**src/rtl/voice_pkg.sv**
```systemverilog
// Shared sizing, types and helpers for the voice allocator.
package voice_pkg;

    localparam int unsigned NUM_VOICES     = 3;
    localparam int unsigned NOTE_WIDTH     = 6;
    localparam int unsigned DURATION_WIDTH = 6;
    localparam int unsigned AGE_WIDTH      = 2;
    localparam int unsigned IDX_WIDTH      = 2;

    typedef logic [NOTE_WIDTH-1:0]     note_t;
    typedef logic [DURATION_WIDTH-1:0] dur_t;
    typedef logic [AGE_WIDTH-1:0]      age_t;
    typedef logic [IDX_WIDTH-1:0]      idx_t;
    typedef logic [NUM_VOICES-1:0]     voice_mask_t;

    // Ages saturate here rather than at the full counter range.
    localparam age_t AGE_MAX = 2'd2;

    function automatic idx_t popcount(input voice_mask_t m);
        idx_t c;
        c = '0;
        for (int unsigned i = 0; i < NUM_VOICES; i++) begin
            c = c + idx_t'(m[i]);
        end
        return c;
    endfunction

endpackage

```
**src/rtl/voice_allocator_if.sv**
```systemverilog
// Note-event handshake between the upstream reader and the allocator.
interface voice_allocator_if;
    import voice_pkg::*;

    logic  note_valid;
    note_t note_in;
    dur_t  duration_in;
    logic  note_ready;

    modport master (output note_valid, note_in, duration_in, input note_ready);
    modport slave  (input note_valid, note_in, duration_in, output note_ready);

endinterface

```
**src/rtl/voice_select.sv**
```systemverilog
// Combinational voice pick: lowest-index free voice, or with
// VOICE_ALLOCATOR_STEAL_EN the oldest busy voice when none is free.
module voice_select
    import voice_pkg::*;
(
    input  voice_mask_t busy,
`ifdef VOICE_ALLOCATOR_STEAL_EN
    input  age_t        ages [NUM_VOICES],
`endif
    output logic        pick_valid,
    output idx_t        pick_idx
);

    logic free_found;
    idx_t free_idx;
`ifdef VOICE_ALLOCATOR_STEAL_EN
    idx_t oldest_idx;
    age_t best_age;
`endif

    // Priority pick of the free voice and, when stealing, the oldest one.
    always_comb begin
        free_found = 1'b0;
        free_idx   = '0;
        for (int unsigned i = 0; i < NUM_VOICES; i++) begin
            if (!busy[i] && !free_found) begin
                free_found = 1'b1;
                free_idx   = idx_t'(i);
            end
        end
`ifdef VOICE_ALLOCATOR_STEAL_EN
        oldest_idx = '0;
        best_age   = ages[0];
        for (int unsigned i = 1; i < NUM_VOICES; i++) begin
            if (ages[i] > best_age) begin
                best_age   = ages[i];
                oldest_idx = idx_t'(i);
            end
        end
        pick_valid = 1'b1;
        pick_idx   = free_found ? free_idx : oldest_idx;
`else
        pick_valid = free_found;
        pick_idx   = free_idx;
`endif
    end

endmodule

```
**src/rtl/voice_allocator.sv**
```systemverilog
// Voice allocator: hands note events to a pool of note players.
// Optional feature macro: VOICE_ALLOCATOR_STEAL_EN (steal oldest voice when full).
module voice_allocator
    import voice_pkg::*;
(
    input  logic                                   clk,
    input  logic                                   reset,
    voice_allocator_if.slave                       bus,
    input  voice_mask_t                            note_done,
    input  logic                                   flush,
    output voice_mask_t                            voice_load,
    output logic [NUM_VOICES*NOTE_WIDTH-1:0]       voice_note,
    output logic [NUM_VOICES*DURATION_WIDTH-1:0]   voice_duration,
    output voice_mask_t                            busy,
    output idx_t                                   active_count
);

    age_t        ages [NUM_VOICES];
    logic        pick_valid;
    idx_t        pick_idx;
    logic        accept;
    voice_mask_t load_mask;

    voice_select u_select (
        .busy       (busy),
`ifdef VOICE_ALLOCATOR_STEAL_EN
        .ages       (ages),
`endif
        .pick_valid (pick_valid),
        .pick_idx   (pick_idx)
    );

    // Handshake and per-voice load decode; ready never depends on note_valid.
    always_comb begin
        bus.note_ready = !flush && pick_valid;
        accept         = bus.note_valid && bus.note_ready;
        load_mask      = '0;
        for (int unsigned v = 0; v < NUM_VOICES; v++) begin
            load_mask[v] = accept && (pick_idx == idx_t'(v));
        end
        active_count = popcount(busy);
    end

    // Voice state: a load beats a same-edge note_done; flush releases everything.
    always_ff @(posedge clk or negedge reset) begin
        if (!reset) begin
            busy           <= '0;
            voice_load     <= '0;
            voice_note     <= '0;
            voice_duration <= '0;
            for (int unsigned v = 0; v < NUM_VOICES; v++) begin
                ages[v] <= '0;
            end
        end else if (flush) begin
            busy       <= '0;
            voice_load <= '0;
            for (int unsigned v = 0; v < NUM_VOICES; v++) begin
                ages[v] <= '0;
            end
        end else begin
            voice_load <= load_mask;
            for (int unsigned v = 0; v < NUM_VOICES; v++) begin
                if (load_mask[v]) begin
                    busy[v]                                   <= 1'b1;
                    ages[v]                                   <= '0;
                    voice_note[v*NOTE_WIDTH +: NOTE_WIDTH]         <= bus.note_in;
                    voice_duration[v*DURATION_WIDTH +: DURATION_WIDTH] <= bus.duration_in;
                end else if (note_done[v] && busy[v]) begin
                    busy[v] <= 1'b0;
                    ages[v] <= '0;
                end else if (busy[v] && accept && ages[v] != AGE_MAX) begin
                    ages[v] <= ages[v] + 1'b1;
                end
            end
        end
    end

endmodule
```
**src/flat_wrapper.sv**
```systemverilog
// flat-port wrapper written by rule: the top's interface ports become plain ports
module voice_allocator_flat import voice_pkg::*;
  (clk, reset, note_done, flush, voice_load, voice_note, voice_duration, busy, active_count, bus_note_valid, bus_note_in, bus_duration_in, bus_note_ready);
  voice_allocator_if bus_i ();
  input  logic clk;
  input  logic reset;
  input  voice_mask_t note_done;
  input  logic flush;
  output voice_mask_t voice_load;
  output logic [NUM_VOICES*NOTE_WIDTH-1:0] voice_note;
  output logic [NUM_VOICES*DURATION_WIDTH-1:0] voice_duration;
  output voice_mask_t busy;
  output idx_t active_count;
  input wire logic [$bits(bus_i.note_valid)-1:0] bus_note_valid;
  input wire logic [$bits(bus_i.note_in)-1:0] bus_note_in;
  input wire logic [$bits(bus_i.duration_in)-1:0] bus_duration_in;
  output wire logic [$bits(bus_i.note_ready)-1:0] bus_note_ready;
  assign bus_i.note_valid = bus_note_valid;
  assign bus_i.note_in = bus_note_in;
  assign bus_i.duration_in = bus_duration_in;
  assign bus_note_ready = bus_i.note_ready;
  voice_allocator u_core (.clk(clk), .reset(reset), .bus(bus_i), .note_done(note_done), .flush(flush), .voice_load(voice_load), .voice_note(voice_note), .voice_duration(voice_duration), .busy(busy), .active_count(active_count));
endmodule
```
**config.mk**
```make
export PLATFORM = sky130hd
export DESIGN_NAME = voice_allocator_flat
export DESIGN_NICKNAME = d
export VERILOG_FILES = /design/src/rtl/voice_pkg.sv /design/src/rtl/voice_allocator_if.sv /design/src/rtl/voice_select.sv /design/src/rtl/voice_allocator.sv /design/src/flat_wrapper.sv
export SDC_FILE = /design/constraint.sdc
export NUM_CORES = 1
export LEC_CHECK = 0
export ABC_AREA = 1
export CORE_MARGIN = 2
export CORE_UTILIZATION = 30
export DETAILED_ROUTE_END_ITERATION = 10
export PLACE_DENSITY = 0.56
export SLEW_MARGIN = 0
export SYNTH_ARGS = -nofsm -noshare
export SYNTH_HDL_FRONTEND = slang
export SYNTH_HIERARCHICAL = 1
export SYNTH_SLANG_ARGS = --single-unit
```
**constraint.sdc**
```tcl
create_clock -name clk -period 2.9 [get_ports clk]
set_input_delay 0.435 -clock clk [delete_from_list [all_inputs] [get_ports clk]]
set_output_delay 0.435 -clock clk [all_outputs]
set_load 0.01 [all_outputs]
```
Yosys cells after proc, flatten, opt, wreduce, memory -nomap -nowiden
Index checks and enable logic that the tools add are counted.
- add/subtract/negate cells: 2
- multipliers: 0
- div/mod/pow operators: 0
- order comparisons: 0
- equal/unequal tests: 2
- shifts and indexed selects: 0
- muxes and demuxes: 13
- bitwise operators: 1
- reduce and logical (&&, ||, !) cells: 21
- operators by type and width (cell ; number):
    $logic_and A1 B1 Y1 ; 10
    $mux W1 ; 10
    $reduce_bool A3 Y1 ; 3
    $mux W3 ; 2
    $reduce_and A2 Y1 ; 3
    $logic_not A1 Y1 ; 4
    $add A1 B1 Y2 ; 1
    $add A2 B1 Y2 ; 1
    $eq A2 B1 Y1 const B ; 1
    $eq A2 B2 Y1 const B ; 1
    $logic_not A2 Y1 ; 1
    $mux W2 ; 1
    $not A1 Y1 ; 1
- register bits after elaboration: 42
- latch bits: 0
- bits in writable memories: 0
- ROM bits: 0
- bits of input ports: 19
- output and inout port bits: 45
- logic and storage cells: 49
- memories kept: 0

Longest topological paths before layout
Gate-level depths: netlist of run 1.
- depth in word-level cells: 11
- gate-level depth with buffers: 8
- gate-level depth less buffers: 7

Modules after synthesis
Netlist of run 1, hierarchy kept.
- modules (own cells, without submodules) (module ; times used ; cells an instance ; area an instance (sq um) ; seq. area each (sq um)):
    voice_allocator ; 1 ; 204 ; 1863.0 ; 1051.0
    voice_select ; 1 ; 5 ; 22.5 ; 0.0

Least setup slack after synthesis of run 1
No wires, ideal clock.
- path type: reg-to-output
- start: reg u_core.busy[0]
- end: out active_count[0]
- data arrival time: 1.048 ns
- required time: 2.465 ns
- setup slack: 1.417 ns
- cell stages (with the launch flop): 2
- path buffers: 0
- cell sequence: dfrtp_1 > fa_1
- word-level cells in the longest chain between the ends: 2
- RTL lines (element ; RTL line ; source):
    from (decl) ; voice_allocator.sv:14 ; output voice_mask_t busy,
    from (signal assigned) ; voice_allocator.sv:47 ; busy <= '0;
    from (signal assigned) ; voice_allocator.sv:55 ; busy <= '0;
    from (signal, indexed assignment) ; voice_allocator.sv:64 ; busy[v] <= 1'b1;
    $add A1 B1 Y2 ; voice_pkg.sv:23 ; c = c + idx_t'(m[i]);
    $add A2 B1 Y2 ; voice_pkg.sv:23 ;
    to (decl) ; flat_wrapper.sv:13 ; output idx_t active_count;
Every way passes these cells.

Worst setup path after layout of run 1
Same ends and word-level chain as after synthesis.

==> results of run 1 <==
[metal layers]
layer	wire (um)	global-route usage
met5	0	0
met4	59	0.0402
met3	172	0.0348
met2	2380	0.252
met1	2390	0.205
[synthesized netlist by cell type]
cell type,instances
o22ai_1,2
nand3_4,1
clkbuf_1,1
fa_1,1
nor2_2,1
inv_1,30
dfrtp_1,42
o21bai_1,24
nor2_4,3
nand2_1,78
buf_2,7
nand3_1,2
buf_6,2
nand4_1,12
o21ai_0,1
nor2_1,2
[registers in the layout, summed over array words and instances, names as in the netlist]
signal                 flops
u_core/busy                3
u_core/voice_duration     18
u_core/voice_note         18
u_core/voice_load          3
[cell type report]
class                   instances  area (um^2)  area share
clock inverters                 3         40.0      0.0149
flip-flops and latches         42         1050       0.392
clock buffers                   5         68.8      0.0257
inverters                      30          113      0.0420
well taps                      75         93.8      0.0350
multi-input cells             127          661       0.246
repair buffers                 67          656       0.244
[report_power, final]
group          switching (uW)  total, uW  internal, uW
Clock                     207        461           254
Combinational             238        551           314
Sequential               69.5        772           702
Total                     514       1780          1270
[worst max-delay path, stage by stage, from the launching register on]
cell             delay (ns)
dfrtp_1                0.47
fa_1                   0.55
clkdlybuf4s50_1        0.53
[logic make-up (layout without fill, tap and decap cells)]
| logic type | Yosys count | after routing |
|---|---|---|
| flip-flops | 42 | 42 |
| AO/OA/AOI/OAI | 27 | 27 |
| buffers and inverters | 40 | 105 |
| adder cells (fa/ha/maj) | 1 | 1 |
| AND/OR/NAND/NOR | 99 | 99 |
[through the flow]
stage	area, um^2	hold slack (ns)	setup WS, ns	utilization
floorplan	1890	0.139	1.42	-
global placement	2570	0.486	0.831	0.430
detailed placement	2570	0.478	0.779	0.430
CTS	2680	0.323	0.607	0.448
global route	2680	0.352	0.546	0.448
finish	2680	0.281	0.622	0.448
[placed cells by master, fill, tap and decap left out]
master and instances:
bufinv_16 1, buf_4 4, nor2_2 1, buf_2 1, clkinv_2 2, o22ai_1 2, fa_1 1, clkdlybuf4s50_1 62
nand3_4 1, nand3_1 2, nand2_1 78, o21bai_1 24, nor2_4 3, clkbuf_8 5, nor2_1 2, dfrtp_1 42
inv_1 30, o21ai_0 1, nand4_1 12
[worst min-delay path by stage]
| stage | slack (ns) | from | to |
|---|---|---|---|
| after floorplan | 0.14 | reset | u_core/busy[0]$_DFFE_PN0P_ |
| after global placement | 0.49 | u_core/voice_duration[2]$_DFFE_PN0P_ | u_core/voice_duration[2]$_DFFE_PN0P_ |
| after detailed placement | 0.48 | u_core/voice_note[1]$_DFFE_PN0P_ | u_core/voice_note[1]$_DFFE_PN0P_ |
| after CTS | 0.32 | reset | u_core/voice_duration[10]$_DFFE_PN0P_ |
| after global routing | 0.35 | reset | u_core/voice_duration[6]$_DFFE_PN0P_ |
| final | 0.28 | reset | u_core/voice_duration[15]$_DFFE_PN0P_ |
==> results by group, run 1 <==
Status
  • Status: finished, final reports clean

Logic synthesis
  • Mux contribution to synthesized area: 0
  • Synth area leader: dfrtp_1
  • Top post-synthesis cells by area: dfrtp_1 (56%), nand2_1 (16%), o21bai_1 (9.6%)
  • Synth Area in Simple Gates: 0.235
  • Distinct cells, synth: 16
  • Xor and xnor area share after synthesis: 0
  • Post-Syn Area: 1890 um^2
  • Register area share after synthesis: 0.557
  • Syn_area_per_cell: 9.02 um^2
  • Synth Warn #: 6
  • Post-synthesis register bit count: 42
  • Cells after synthesis: 209
  • Largest family of logic cells by synthesized area: simple AND/OR/NAND/NOR gates
  • Net count after synthesis: between 200 and 250
  • Post-synth top area share: 0.557
  • Fraction of the mapped netlist area in compound gates: 0.105
  • Post-Synth Adder-Cell Area: 0.0106

Timing
  • Setup TNS: 0 ns
  • Slew headroom: 0.372
  • Final min period: 2.28 ns
  • Slew @ Worst Pin: 0.942 ns
  • Endpoints failing setup: 0
  • Period utilisation layout: 0.786
  • Hold Fails Final Rpt: 0
  • Fin. max-slew vios: 0
  • Fmax: 0.439 GHz
  • RSZ-0062 raised after global routing: no
  • Clk_skew: just under 0.007 ns

Detailed routing
  • Drt first pass iters: 4
  • Vias per cell: 4.49
  • Final WL: 5010 um
  • Iter 0 DRT Violations: 63
  • Detail Route Antenna Nets: 0
  • # DRC: 0
  • Vias post-DR: approximately 1.6k
  • Routed len/inst: 14.3 um

GRT
  • Global route overflow: 0
  • Initial antenna violation count: 0
  • Pin count of the biggest net entering global routing: 43
  • Total GRT Usage: 0.154
  • First-pass GRT wire length: 8470 um
  • Vias in the first global route: between 1.5k and 2k

Clock tree
  • H-tree depth: 2
  • Clk root buf: clkbuf_8
  • Worst skew pair latency: 0.29 ns
  • Post-CTS setup buffer count: 0
  • Clk sinks: 42
  • Num CTS Buffers: 5
  • PostCTS Resize Cnt: 0
  • CTS tree: done
  • Hold buffers post-CTS: 0
  • Reg clk slew, reported paths: ~0.080 ns
  • Clock buffer depth: 2

Die
  • Row count: 28
  • Die span in y: 83.3 um
  • Die ar.: between 6000 and 7000 um^2
  • Die width: approximately 83 um
  • Core area: ~6000 um^2
  • Initial Util: 0.315
  • Ports: 64

Critical path
  • FF-to-FF setup slack: between 0.9 and 1 ns
  • R2R Path Start: u_core/busy[0]$_DFFE_PN0P_
  • CP Data Arrival Time: 1.84 ns
  • CP Launch Point: u_core/busy[0]$_DFFE_PN0P_
  • Setup crit end kind: output pin
  • CP Class: flop to output pin
  • Critical Path Sink: active_count[0]
  • CP startpoint kind: flop
  • FF-to-FF End: u_core/voice_note[11]$_DFFE_PN0P_
  • Worst r2r path cells: 6
  • Critical Path Fanout Max: 6
  • Critical Path RT: around 2.5 ns

Power
  • Maximum VDD drop: just under 0.3 mV
  • Total power: 1780 uW
  • Power per cell area: around 660 nW/um^2
  • Leak: 0.00127 uW

Placement
  • Detailed-placement wirelength estimate: 3410 um
  • Placed Instances: 341
  • Gpl congestion: 0.748
  • Port buffer count: 63

Run
  • Max-Cap Viols: 0

Finish
  • Final nets: 293
  • Area Overhead vs Synth: 42.3%
  • # diodes: 0
  • Non-Filler Instances: 349
  • FILL cells: 574
  • Share of layout cells above drive strength 1: 0.0657

Min path
  • Worst min-delay path class: input port to asynchronous set/reset pin
Note: power is estimated with default switching activity, not from simulation.
==> inputs of run 2 (changes only) <==
clock period = 2.4 ns   (was 2.9 ns; I/O delays follow)
==> run 2 against run 1 <==
Effect of this change:
- the run now ends with negative hold slack left
- final cell count rose by 1.1%
- flip-flop and latch count is the same
- critical path depth is the same
- register-to-register slack worse by 0.31 ns
- clock skew is 0.0032 ns lower
- critical endpoint unchanged
- largest power group unchanged
- highest routed layer unchanged
==> results by group, run 2 (synthesized netlist as in run 1, its figures left out) <==
Status
  • Status: complete, but fails checks
  • Failing checks: negative hold slack

Detailed routing
  • Vias per cell: 4.48 (-0.25%)
  • Iter 0 DRT Violations: 70 (+11%)
  • Detail Route Antenna Nets: 0 (unchanged)
  • Drt first pass iters: 4 (unchanged)
  • Final WL: 5100 um (+1.9%)
  • Routed len/inst: 14.4 um (+0.72%)
  • # DRC: 0 (unchanged)
  • Vias post-DR: 1582 (+0.89%)

Critical path
  • Setup crit end kind: output pin
  • Critical Path RT: 2.04 ns (-0.43 ns)
  • Buf+Inv Stages, Crit Path: 1 (unchanged)
  • Crit path cell chain: fa_1 > clkdlybuf4s50_1
  • Max incr delay on CP: 0.55 ns (about the same)
  • CP Data Arrival Time: 1.84 ns (about the same)
  • FF-to-FF End: u_core/voice_duration[8]$_DFFE_PN0P_
  • R2R Path Start: u_core/busy[0]$_DFFE_PN0P_
  • CP delay by family, top: adder cells
  • CP startpoint kind: flop
  • Slowest cell on crit path: fa_1
  • FF-to-FF setup slack: 0.65 ns (-0.31 ns)
  • CP Class: flop to output pin
  • Critical Path Fanout Max: 6 (unchanged)
  • Worst r2r path cells: 6 (unchanged)

Timing
  • Clk_skew: 0.00359 ns (-0.00324 ns)
  • Endpoints failing setup: 0 (unchanged)
  • Fmax: approximately 0.46 GHz
  • Setup TNS: 0 ns (unchanged)
  • Fin. max-slew vios: 0 (unchanged)
  • Hold Fails Final Rpt: 9 (+9)
  • Period utilisation layout: 0.915
  • Hold Slack: -0.00467 ns (-0.286 ns)
  • Final min period: between 2 and 2.5 ns
  • RSZ-0062 raised after global routing: no
  • Slew headroom: 0.671 (+0.299)
  • Setup ws final: 0.205 ns (-0.417 ns)
  • Slew @ Worst Pin: 0.492 ns (-0.450 ns)

Clock tree
  • Reg clk slew, reported paths: 0.08 ns (about the same)
  • Num CTS Buffers: 5 (unchanged)
  • Clk sinks: 42 (unchanged)
  • Clk root buf: clkbuf_8
  • Post-CTS setup buffer count: 0 (unchanged)
  • PostCTS Resize Cnt: 0 (unchanged)
  • Hold buffers post-CTS: 0 (unchanged)
  • CTS tree: done
  • H-tree depth: 2 (unchanged)
  • Clock buffer depth: 2 (unchanged)
  • Worst skew pair latency: 0.30 ns (about the same)

Finish
  • # diodes: 0 (unchanged)
  • Biggest regs: u_core/voice_duration x18, u_core/voice_note x18
  • Final nets: 298 (+1.7%)
  • Area Overhead vs Synth: 44.5%
  • Core Util, Final: 0.455 (+0.00689)
  • Commonest non-fill, non-tap cell in the layout: nand2_1
  • Most frequent cells in the layout: nand2_1 (78), clkdlybuf4s50_1 (62), dfrtp_1 (42)
  • Non-Filler Instances: 353 (+1.1%)
  • Final instance area: 2720 um^2 (+1.5%)
  • Share of layout cells above drive strength 1: 0.0791 (+0.0134)

GRT
  • Vias in the first global route: 1566 (-2.4%)
  • Initial antenna violation count: 0 (unchanged)
  • Pin count of the biggest net entering global routing: 20 (-53%)
  • Total GRT Usage: 0.153 (-0.000596)
  • Global route overflow: 0 (unchanged)
  • First-pass GRT wire length: 8290 um (-2.1%)

Min path
  • Worst min-delay path class: input port to asynchronous set/reset pin

Placement
  • Port buffer count: 63 (unchanged)
  • Gpl congestion: 0.724 (-3.1%)
  • Detailed-placement wirelength estimate: 3530 um (+3.6%)
  • Worst slack, placed: 0.483 ns (-0.296 ns)
  • Placed Instances: 346 (+1.5%)
  • Area after DPL: 2610 um^2 (+1.5%)

Power
  • Power per cell area: 800 nW/um^2 (+20%)
  • Leak: 0.00129 uW (+1.7%)
  • Maximum VDD drop: 0.295 mV (about the same)

Die
  • Die width: 83.3 um (unchanged)
  • Core area: 5990 um^2 (unchanged)
  • Ports: 64 (unchanged)
  • Die ar.: 6940 um^2 (unchanged)
  • Die span in y: 83.3 um (unchanged)
  • Row count: 28 (unchanged)
  • Initial Util: 0.315 (unchanged)

Run
  • Max-Cap Viols: 0 (unchanged)
==> run 2: worst max path at each step <==
| stage | startpoint | end | slack [ns] | cells past startpoint |
|---|---|---|---|---|
| 2_1_floorplan | u_core/busy[0]$_DFFE_PN0P_ | active_count[0] | 0.99 | 1 |
| 3_5_place_dp | flush | bus_note_ready | 0.48 | 3 |
| 5_1_grt | u_core/busy[0]$_DFFE_PN0P_ | active_count[0] | 0.12 | 2 |
| 4_1_cts | u_core/busy[0]$_DFFE_PN0P_ | active_count[0] | 0.19 | 2 |
| 3_3_place_gp | flush | bus_note_ready | 0.48 | 3 |
| 6_report | u_core/busy[0]$_DFFE_PN0P_ | active_count[0] | 0.20 | 2 |
==> run 2: area by class of cell <==
| class | count | area, um^2 |
|---|---|---|
| Clock buffer | 6 | 82.6 |
| Clock inverter | 1 | 30.0 |
| Fill cell | 592 | 3270 |
| Inverter | 30 | 113 |
| Multi-Input combinational cell | 127 | 661 |
| Sequential cell | 42 | 1050 |
| Tap cell | 75 | 93.8 |
| Timing Repair Buffer | 72 | 693 |
==> run 2: through the flow <==
| step | power [uW] | hold slack, ns |
|---|---|---|
| global route | 2310 | 0.0171 |
| finish | 2180 | -0.00467 |
| floorplan | 1220 | 0.0644 |
| CTS | 2210 | 0.00558 |
| global placement | 1620 | 0.325 |
| detailed placement | 1630 | 0.330 |
==> run 2: per-layer routing <==
| metal | vias up | global-route usage | wire length, um |
|---|---|---|---|
| li1 | 787 | - | - |
| met4 | 0 | 0.0492 | 64 |
| met2 | 42 | 0.246 | 2500 |
| met1 | 747 | 0.203 | 2320 |
| met5 | - | 0 | 0 |
| met3 | 6 | 0.0378 | 218 |
==> run 2: worst reg2reg max path, delay by kind of cell (launching register included) <==
kind                   cells  cell delay, ns
and+or+nand+nor            5            1.14
buffers and inverters      1            0.07
DFF                        1            0.47
==> run 2: report_power, final <==
part	internal (uW)	total [uW]	switching, uW
registers	849	933	83.5
logic	385	673	288
clock network	333	573	240
==> inputs of run 3 (changes only) <==
CTS_CLUSTER_SIZE = 12   (was unset)
==> results of run 3 <==
The final DEF is identical to that of run 2; final timing and power are the same.
